<file path="src/rtl/router_pkg.sv">
// Shared types and constants for the router read-side arbiter.
// Holds the FSM encoding and the round-robin port picker.
package router_pkg;

   localparam int unsigned NPORT      = 3;
   localparam int unsigned PKT_OVH    = 2;
   localparam int unsigned BUF_W      = 10;
   localparam logic [1:0]  GRANT_NONE = 2'd3;

   typedef enum logic [1:0] {
      StIdle,
      StHdr,
      StHwait,
      StBody
   } arb_state_e;

   // First requesting port strictly after `last`, wrapping; GRANT_NONE if nobody requests.
   function automatic logic [1:0] rr_pick(input logic [1:0] last, input logic [NPORT-1:0] req);
      logic [1:0] pick;
      logic [1:0] idx;
      pick = GRANT_NONE;
      idx  = last;
      for (int unsigned k = 0; k < NPORT; k++) begin
         idx = (idx == 2'(NPORT - 1)) ? 2'd0 : idx + 2'd1;
         if ((pick == GRANT_NONE) && req[idx]) begin
            pick = idx;
         end
      end
      return pick;
   endfunction

endpackage

</file>
<file path="src/rtl/router_skid_buf.sv">
// Two-entry FIFO carrying {sop, eop, data}; head is zeroed while empty.
// Overflow is prevented upstream by counting in-flight reads.
module router_skid_buf
   import router_pkg::*;
(
   input  logic             clk,
   input  logic             resetn,
   input  logic             push,
   input  logic [BUF_W-1:0] push_data,
   input  logic             pop,
   output logic [BUF_W-1:0] head,
   output logic [1:0]       count
);

   logic [BUF_W-1:0] mem_q [2];
   logic             wr_ptr_q;
   logic             rd_ptr_q;
   logic [1:0]       count_q;
   logic             pop_ok;
   logic             push_ok;

   always_comb begin
      pop_ok  = pop && (count_q != 2'd0);
      push_ok = push && ((count_q != 2'd2) || pop_ok);
      head    = (count_q != 2'd0) ? mem_q[rd_ptr_q] : '0;
      count   = count_q;
   end

   always_ff @(posedge clk or negedge resetn) begin
      if (!resetn) begin
         for (int i = 0; i < 2; i++) begin
            mem_q[i] <= '0;
         end
         wr_ptr_q <= 1'b0;
         rd_ptr_q <= 1'b0;
         count_q  <= 2'd0;
      end else begin
         if (push_ok) begin
            mem_q[wr_ptr_q] <= push_data;
            wr_ptr_q        <= ~wr_ptr_q;
         end
         if (pop_ok) begin
            rd_ptr_q <= ~rd_ptr_q;
         end
         count_q <= count_q + {1'b0, push_ok} - {1'b0, pop_ok};
      end
   end

endmodule

</file>
<file path="src/rtl/router_rd_arbiter.sv">
// Round-robin read scheduler for the three router FIFOs; streams one whole
// packet at a time into a tagged valid/ready byte stream.
module router_rd_arbiter #(
   parameter int unsigned NPORT     = 3,
   parameter int unsigned BUF_DEPTH = 2
) (
   input  logic       clk,
   input  logic       resetn,
   input  logic       vldout_0,
   input  logic       vldout_1,
   input  logic       vldout_2,
   input  logic [7:0] data_out_0,
   input  logic [7:0] data_out_1,
   input  logic [7:0] data_out_2,
   output logic       read_enb_0,
   output logic       read_enb_1,
   output logic       read_enb_2,
   output logic [7:0] out_data,
   output logic       out_valid,
   input  logic       out_ready,
   output logic       out_sop,
   output logic       out_eop,
   output logic [1:0] grant
);

   import router_pkg::*;

   arb_state_e       state_q;
   logic [1:0]       grant_q;
   logic [1:0]       rr_ptr_q;
   logic [6:0]       rd_cnt_q;
   logic [6:0]       tot_q;
   logic             pend_q;
   logic [1:0]       pend_port_q;
   logic             pend_sop_q;
   logic             pend_eop_q;

   logic [NPORT-1:0] vld;
   logic             vld_g;
   logic [BUF_W-1:0] head;
   logic [1:0]       count;
   logic             pop;
   logic             space;
   logic             issue;
   logic             eop_now;
   logic [7:0]       ret_byte;
   logic [6:0]       hdr_tot;

   always_comb begin
      vld = {vldout_2, vldout_1, vldout_0};
      case (grant_q)
         2'd0:    vld_g = vldout_0;
         2'd1:    vld_g = vldout_1;
         2'd2:    vld_g = vldout_2;
         default: vld_g = 1'b0;
      endcase
      case (pend_port_q)
         2'd0:    ret_byte = data_out_0;
         2'd1:    ret_byte = data_out_1;
         default: ret_byte = data_out_2;
      endcase
      pop = (count != 2'd0) && out_ready;
      // Bytes held plus the one returning this cycle, less the one leaving, must leave a slot.
      space   = ({1'b0, count} + {2'b00, pend_q}) < (3'(BUF_DEPTH) + {2'b00, pop});
      issue   = space && ((state_q == StHdr) || ((state_q == StBody) && vld_g));
      eop_now = (state_q == StBody) && (rd_cnt_q == tot_q - 7'd1);
      hdr_tot = 7'(ret_byte[7:2]) + 7'(PKT_OVH);
   end

   always_comb begin
      read_enb_0 = issue && (grant_q == 2'd0);
      read_enb_1 = issue && (grant_q == 2'd1);
      read_enb_2 = issue && (grant_q == 2'd2);
      out_valid  = (count != 2'd0);
      out_sop    = head[9];
      out_eop    = head[8];
      out_data   = head[7:0];
      grant      = grant_q;
   end

   always_ff @(posedge clk or negedge resetn) begin
      if (!resetn) begin
         state_q     <= StIdle;
         grant_q     <= GRANT_NONE;
         rr_ptr_q    <= 2'd2;
         rd_cnt_q    <= 7'd0;
         tot_q       <= 7'd0;
         pend_q      <= 1'b0;
         pend_port_q <= 2'd0;
         pend_sop_q  <= 1'b0;
         pend_eop_q  <= 1'b0;
      end else begin
         pend_q      <= issue;
         pend_port_q <= grant_q;
         pend_sop_q  <= (state_q == StHdr);
         pend_eop_q  <= eop_now;
         case (state_q)
            StIdle: begin
               if (|vld) begin
                  grant_q <= rr_pick(rr_ptr_q, vld);
                  state_q <= StHdr;
               end
            end
            StHdr: begin
               if (space) begin
                  rd_cnt_q <= 7'd1;
                  state_q  <= StHwait;
               end
            end
            StHwait: begin
               // The header read issued in StHdr is on the FIFO bus now.
               tot_q   <= hdr_tot;
               state_q <= StBody;
            end
            StBody: begin
               if (issue) begin
                  rd_cnt_q <= rd_cnt_q + 7'd1;
                  if (eop_now) begin
                     rr_ptr_q <= grant_q;
                     grant_q  <= GRANT_NONE;
                     state_q  <= StIdle;
                  end
               end
            end
            default: state_q <= StIdle;
         endcase
      end
   end

   router_skid_buf u_buf (
      .clk       (clk),
      .resetn    (resetn),
      .push      (pend_q),
      .push_data ({pend_sop_q, pend_eop_q, ret_byte}),
      .pop       (pop),
      .head      (head),
      .count     (count)
   );

endmodule

</file>
<file path="config.mk">
export PLATFORM = sky130hd
export DESIGN_NAME = router_rd_arbiter
export DESIGN_NICKNAME = d
export VERILOG_FILES = /design/src/rtl/router_pkg.sv /design/src/rtl/router_skid_buf.sv /design/src/rtl/router_rd_arbiter.sv
export SDC_FILE = /design/constraint.sdc
export NUM_CORES = 1
export LEC_CHECK = 0
export CORE_MARGIN = 5
export CORE_UTILIZATION = 45
export DETAILED_ROUTE_END_ITERATION = 7
export PLACE_DENSITY = 0.76
export SLEW_MARGIN = 10
export SYNTH_ARGS = -nofsm -noshare
export SYNTH_HDL_FRONTEND = slang
export SYNTH_SLANG_ARGS = --single-unit
</file>
<file path="constraint.sdc">
create_clock -name clk -period 2.3 [get_ports clk]
set_input_delay 0.46 -clock clk [delete_from_list [all_inputs] [get_ports clk]]
set_output_delay 0.46 -clock clk [all_outputs]
set_load 0.005 [all_outputs]
</file>
==> flow_metrics.py, run 1 <==
metrics = {
    "outcome": {
        "status": "finished, violations left",
        "violations": "negative setup slack",
    },
    "setup_path": {
        "path_cells": "mux2i_2 > nor2_2 > o311ai_4 > inv_1 > and3_1 > buf_2",
        "cp-start-kind": "flop",
        "critPathRequiredTime_ps": 1840,
        "end_kind": "output pin",
        "crit_type": "reg -> out",
        "cpPeakStageDelay_ps": 580,
        "crit_arrival_ps": 1870,
        "cp_max_fo": 2,
        "critPathTopFamily": "flip-flops",
        "cp_num_buf_inv": 2,
        "critical-path-slowest-cell": "dfstp_2",
    },
    "cells_and_area": {
        "diodes": 0,
        "finalNonFillerCells": 434,
        "final_common_cell": "dfrtp_1",
        "synthToLayoutAreaGrowth_pct": 35.4,
        "drive_gt1_share_pct": 25.3,
        "seqCellArea_sq_um": 1230,
        "mostFrequentLayoutCells": "dfrtp_1, clkdlybuf4s50_1, buf_4, nor2_1, mux2i_1",
        "multi_input_area_sq_um": 1540,
        "nFillCells": 491,
        "nNetsFinal": 400,
    },
    "route": {
        "routedWlPerCell_um": 15.2,
        "drtIter0Drc": 83,
        "antenna_left": 0,
        "first_pass_iters": 4,
        "finalWirelength_um": 6620,
        "drc": 0,
        "viasPerCell": 5.14,
        "vias": 2232,
    },
    "yosys": {
        "synth_edf_count": 0,
        "yosysWarningCount": 0,
        "ys_types": 47,
        "mappedNetlistArea_sq_um": 2800,
        "async_reset_ff_share_pct": 100,
        "yosysSeqAreaShare_pct": 43.9,
        "syn_nets": 321,
        "synth_area_per_cell_sq_um": 10.0,
        "postSynthRegisterBits": 49,
        "synthCells": 279,
        "synth_flop_cell": "dfrtp_1",
    },
    "placed_design": {
        "hpwlAfterDp_um": 4940,
        "routabilityCongestion": 0.859,
        "dp_cells": 420,
        "port_buffers": 45,
    },
    "power_and_ir_drop": {
        "irDropWorstVdd_uv": 930,
        "total_leakage_power_nw": 1.76,
        "pwr_density_cell_nw_per_um2": 1350,
        "power_w": 0.00513,
    },
    "floorplanning": {
        "die_w_um": 88.9,
        "die_area_sq_um": 7910,
        "coreArea_sq_um": 5990,
        "ios": 46,
        "die_h_um": 88.9,
        "rows": 28,
        "start_util_pct": 46.8,
    },
    "timing": {
        "timing.final.crit_share_pct": 101,
        "relSlewSlack_pct": 33.3,
        "fmax_mhz": 430,
        "finalWorstSetupSlack_ps": -27.4,
        "slew_viol_final": 0,
        "setup_violations": 1,
        "tightest_slew_ps": 997,
        "rsz0062_at_grt": "true",
        "fin_crit_ps": 2330,
        "finalClockSkew_ps": 5.47,
        "report.final.hold_viol_count": 0,
    },
    "global_route": {
        "grt_pass1_vias": 2312,
        "grt-ovfl-total": 0,
        "grt_pass1_wl_um": 10700,
        "antenna_found_initial": 0,
        "track_usage_pct": 17.6,
        "grt_max_degree": 26,
    },
    "clocking": {
        "tritoncts": "yes",
        "cts-root-buf": "clkbuf_8",
        "h-tree-depth": 2,
        "clock_sinks": 49,
        "clk_latency_ps": 300,
        "cts_buffers": 5,
        "clk_pin_slew_ps": 90,
        "cts_buffer_depth": 2,
    },
    "worst_hold_path": {
        "min_path_type": "in -> async",
    },
    "job": {
        "cap_viol_max_count": 0,
    },
}
==> metrics by stage <==
stage               cell area [sq um]  setup WS, ps  utilization, %  hold WS, ps  TNS [ps]
floorplan                        2800           161               -          164         0
global placement                 3540          -429            59.0          425     -1660
detailed placement               3540          -464            59.0          432     -2270
CTS                              3730         -18.3            62.3          153     -28.7
global route                     3790          -116            63.3          186      -267
finish                           3790         -27.4            63.3          142     -27.4
==> routing by layer <==
| layer | up-vias | wire [um] | global-route usage, % |
|---|---|---|---|
| met5 | - | 0 | 0 |
| li1 | 1118 | - | - |
| met3 | 4 | 472 | 3.69 |
| met4 | 0 | 24 | 4.40 |
| met1 | 1055 | 2830 | 22.3 |
| met2 | 55 | 3290 | 30.6 |
==> registers in the layout, summed over array words and instances, names as in the netlist, 2 cells and up <==
register,count
pend_port_q,2
u_buf.count,2
grant,2
rr_ptr_q,2
state_q,2
rd_cnt_q,7
tot_q,7
u_buf.mem_q,20
==> synth_stat cells, types with 2 or more instances <==
cell	count	area share, %
dfrtp_1	46	41
nor2_1	29	3.9
mux2i_1	25	8.9
inv_1	21	2.8
nand2_1	21	2.8
o21ai_0	21	3.7
mux2_2	18	7.2
a21oi_1	12	2.1
ha_1	12	5.4
xnor2_1	12	3.7
nor3_1	7	1.2
nand3_1	5	0.89
buf_2	4	0.71
clkbuf_1	3	0.40
dfstp_2	3	2.8
nor2b_1	3	0.67
a31oi_1	2	0.45
and3_1	2	0.45
nand2b_1	2	0.45
nand4_1	2	0.45
nand4b_1	2	0.63
o22ai_1	2	0.45
==> power breakdown <==
group	internal, W	switching, W
registers	0.00125	0.000360
logic	0.00157	0.00130
clock network	0.000354	0.000297
==> final cells by class <==
class | instances | area share [%]
well taps | 75 | 2.47
repair buffers | 81 | 19.2
flip-flops and latches | 49 | 32.5
inverters | 22 | 2.24
clock inverters | 2 | 0.989
clock buffers | 6 | 2.18
multi-input cells | 199 | 40.5
==> cell families after synthesis <==
family / synth area share (%)
xor gates and xnor gates: 4.87
AOI/OAI and AO/OA: 10.5
muxes: 16.7
DFF: 43.9
adders and majority gates: 5.36
buffers and inverters: 4.46
and+or+nand+nor: 14.2
==> worst paths after layout <==
| path | from | end | slack (ps) | cells after the start |
|---|---|---|---|---|
| worst max-delay path | grant[0] | read_enb_1 | -30 | 6 |
| worst min-delay path | resetn | u_buf.mem_q[10] | 140 | 1 |
| max in group asynchronous | resetn | grant[0] | 1550 | 2 |
| worst max register to register | state_q[0] | rd_cnt_q[5] | 100 | 9 |
| worst min register to register | grant[1] | pend_port_q[1] | 450 | 0 |
| min in group clk | grant[1] | pend_port_q[1] | 450 | 0 |
==> timing repair <==
action | 4_1_cts | 5_1_grt
endpoints found under the setup margin | 4 | 8
pin swaps | 5 | 3
resized for setup | 26 | 13
cloned | 0 | 0
hold buffers | 0 | 0
buffers inserted | 6 | 3
Power figures use the tool's default switching activity.
==> run 2: changes to the inputs <==
Settings changed: CORE_UTILIZATION 45 to 48, PLACE_DENSITY 0.76 to 0.8.
==> flow_metrics.py, run 2 (synthesis gave the netlist of run 1 again) <==
metrics = {
    "outcome": {
        "status": "finished, violations left",
        "violations": "negative setup slack",
    },
    "cells_and_area": {
        "drive_gt1_share_pct": 23.3,
        "biggestRegsByFlops": "u_buf.mem_q: 20 flops, rd_cnt_q: 7 flops, tot_q: 7 flops",
        "nNetsFinal": 401,
        "nFillCells": 443,
        "final_core_util_pct": 67.6,
        "registers.top_by_ff_count": "u_buf.mem_q",
        "mostFrequentLayoutCells": "dfrtp_1, clkdlybuf4s50_1, buf_4, nor2_1, mux2i_1",
        "synthToLayoutAreaGrowth_pct": 34.4,
        "final_common_cell": "dfrtp_1",
        "largest_reg_flops": 20,
        "diodes": 0,
    },
    "setup_path": {
        "critPathRequiredTime_ps": 1840,
        "cp_max_fo": 5,
        "path_cells": "clkdlybuf4s50_1 > mux2i_2 > nor2_2 > o311ai_4 > inv_1 > and3_1 > clkbuf_2",
        "cpPeakStageDelay_ps": 450,
        "crit_type": "in -> out",
        "critical-path-slowest-cell": "clkdlybuf4s50_1",
        "critPathTopFamily": "buffers and inverters",
        "cp_num_buf_inv": 3,
        "end_kind": "output pin",
        "cp-start-kind": "primary input",
        "crit_arrival_ps": 1940,
    },
    "timing": {
        "tightest_slew_ps": 1010,
        "holdWs_ps": 92.5,
        "slew_viol_final": 0,
        "fmax_mhz": 417,
        "timing.final.crit_share_pct": 104,
        "finalWorstSetupSlack_ps": -96.7,
        "setup_violations": 5,
        "finalClockSkew_ps": 8.16,
        "report.final.hold_viol_count": 0,
        "relSlewSlack_pct": 32.7,
        "fin_crit_ps": 2400,
        "rsz0062_at_grt": "true",
    },
    "global_route": {
        "grt_pass1_vias": 2327,
        "grt-ovfl-total": 0,
        "grt_max_degree": 22,
        "track_usage_pct": 18.9,
        "grt_pass1_wl_um": 11200,
        "antenna_found_initial": 0,
    },
    "placed_design": {
        "port_buffers": 45,
        "routabilityCongestion": 0.838,
        "place_ws_ps": -433,
        "hpwlAfterDp_um": 4740,
    },
    "floorplanning": {
        "start_util_pct": 50.3,
        "rows": 27,
        "coreArea_sq_um": 5570,
        "die_w_um": 86.4,
        "die_area_sq_um": 7470,
        "die_h_um": 86.4,
        "ios": 46,
    },
    "clocking": {
        "ctsHoldBuffers": 0,
        "clk_pin_slew_ps": 90,
        "cts-root-buf": "clkbuf_8",
        "clk_latency_ps": 310,
        "clock_sinks": 49,
        "h-tree-depth": 2,
        "tritoncts": "yes",
        "cts_buffers": 5,
        "cts_buffer_depth": 2,
    },
    "power_and_ir_drop": {
        "pwr_density_cell_nw_per_um2": 1360,
        "power_w": 0.00512,
        "irDropWorstVdd_uv": 903,
        "total_leakage_power_nw": 1.73,
    },
    "route": {
        "first_pass_iters": 4,
        "antenna_left": 0,
        "drc": 0,
        "vias": 2269,
        "drtIter0Drc": 88,
        "routedWlPerCell_um": 15.6,
        "finalWirelength_um": 6750,
        "viasPerCell": 5.25,
    },
    "job": {
        "cap_viol_max_count": 0,
    },
    "worst_hold_path": {
        "min_path_type": "in -> async",
    },
}
## run 2: cell types whose count changed in the layout (fill, tap and decap cells not counted), moves of 2 or more
cell             delta
dlymetal6s2s_1      -3
buf_2               -3
nor3_1              +2
buf_4               +3
nor3_2              -2
clkdlybuf4s50_1     +4
## run 2: area by class of cell
class / instances / area [sq um] / area share, %
clock buffer: 6 / 82.6 / 2.19
inverter: 22 / 82.6 / 2.19
clock inverter: 2 / 37.5 / 0.997
sequential: 49 / 1230 / 32.7
tap: 72 / 90.1 / 2.39
multi-input combinational: 199 / 1520 / 40.5
timing repair buffer: 82 / 719 / 19.1
## run 2: path summary, 6_finish.rpt
check | cells past startpoint | to | slack [ps] | from
min in group clk | 0 | pend_port_q[1] | 450 | grant[1]
setup / recovery | 7 | read_enb_1 | -100 | vldout_1
hold / removal | 1 | rd_cnt_q[1] | 90 | resetn
setup reg to reg | 10 | rr_ptr_q[0] | -40 | grant[0]
max in group asynchronous | 2 | tot_q[5] | 1610 | resetn
hold reg to reg | 0 | pend_port_q[1] | 450 | grant[1]
## run 2: repair_timing
| item | in CTS | in global routing |
|---|---|---|
| setup endpoints to repair | 3 | 9 |
| pin swaps | 5 | 2 |
| gates resized for setup | 18 | 6 |
| setup buffers | 5 | 1 |
| endpoints found under the hold margin | 0 | 0 |
| cloned | 0 | 0 |
## run 2: metrics by stage
stage          TNS, ps  area (sq um)  cells
4_1_cts           -288          3770    434
6_report          -327          3770    432
3_5_place_dp     -2140          3550    421
2_1_floorplan        0          2800    279
5_1_grt           -940          3770    432
3_3_place_gp     -1740          3550    421
## run 2: layer usage
| layer | routed length, um | track usage [%] | vias to the layer above |
|---|---|---|---|
| met4 | 121 | 6.66 | 0 |
| met3 | 420 | 3.71 | 11 |
| li1 | - | - | 1123 |
| met2 | 3360 | 33.9 | 59 |
| met5 | 0 | 0 | - |
| met1 | 2850 | 22.4 | 1076 |
## run 2: power breakdown
| part | internal, W | total (W) | switching [W] | leakage [nW] |
|---|---|---|---|---|
| clock | 0.000354 | 0.000647 | 0.000293 | 0.0574 |
| combinational | 0.00157 | 0.00285 | 0.00127 | 1.07 |
| sequential | 0.00125 | 0.00163 | 0.000378 | 0.597 |
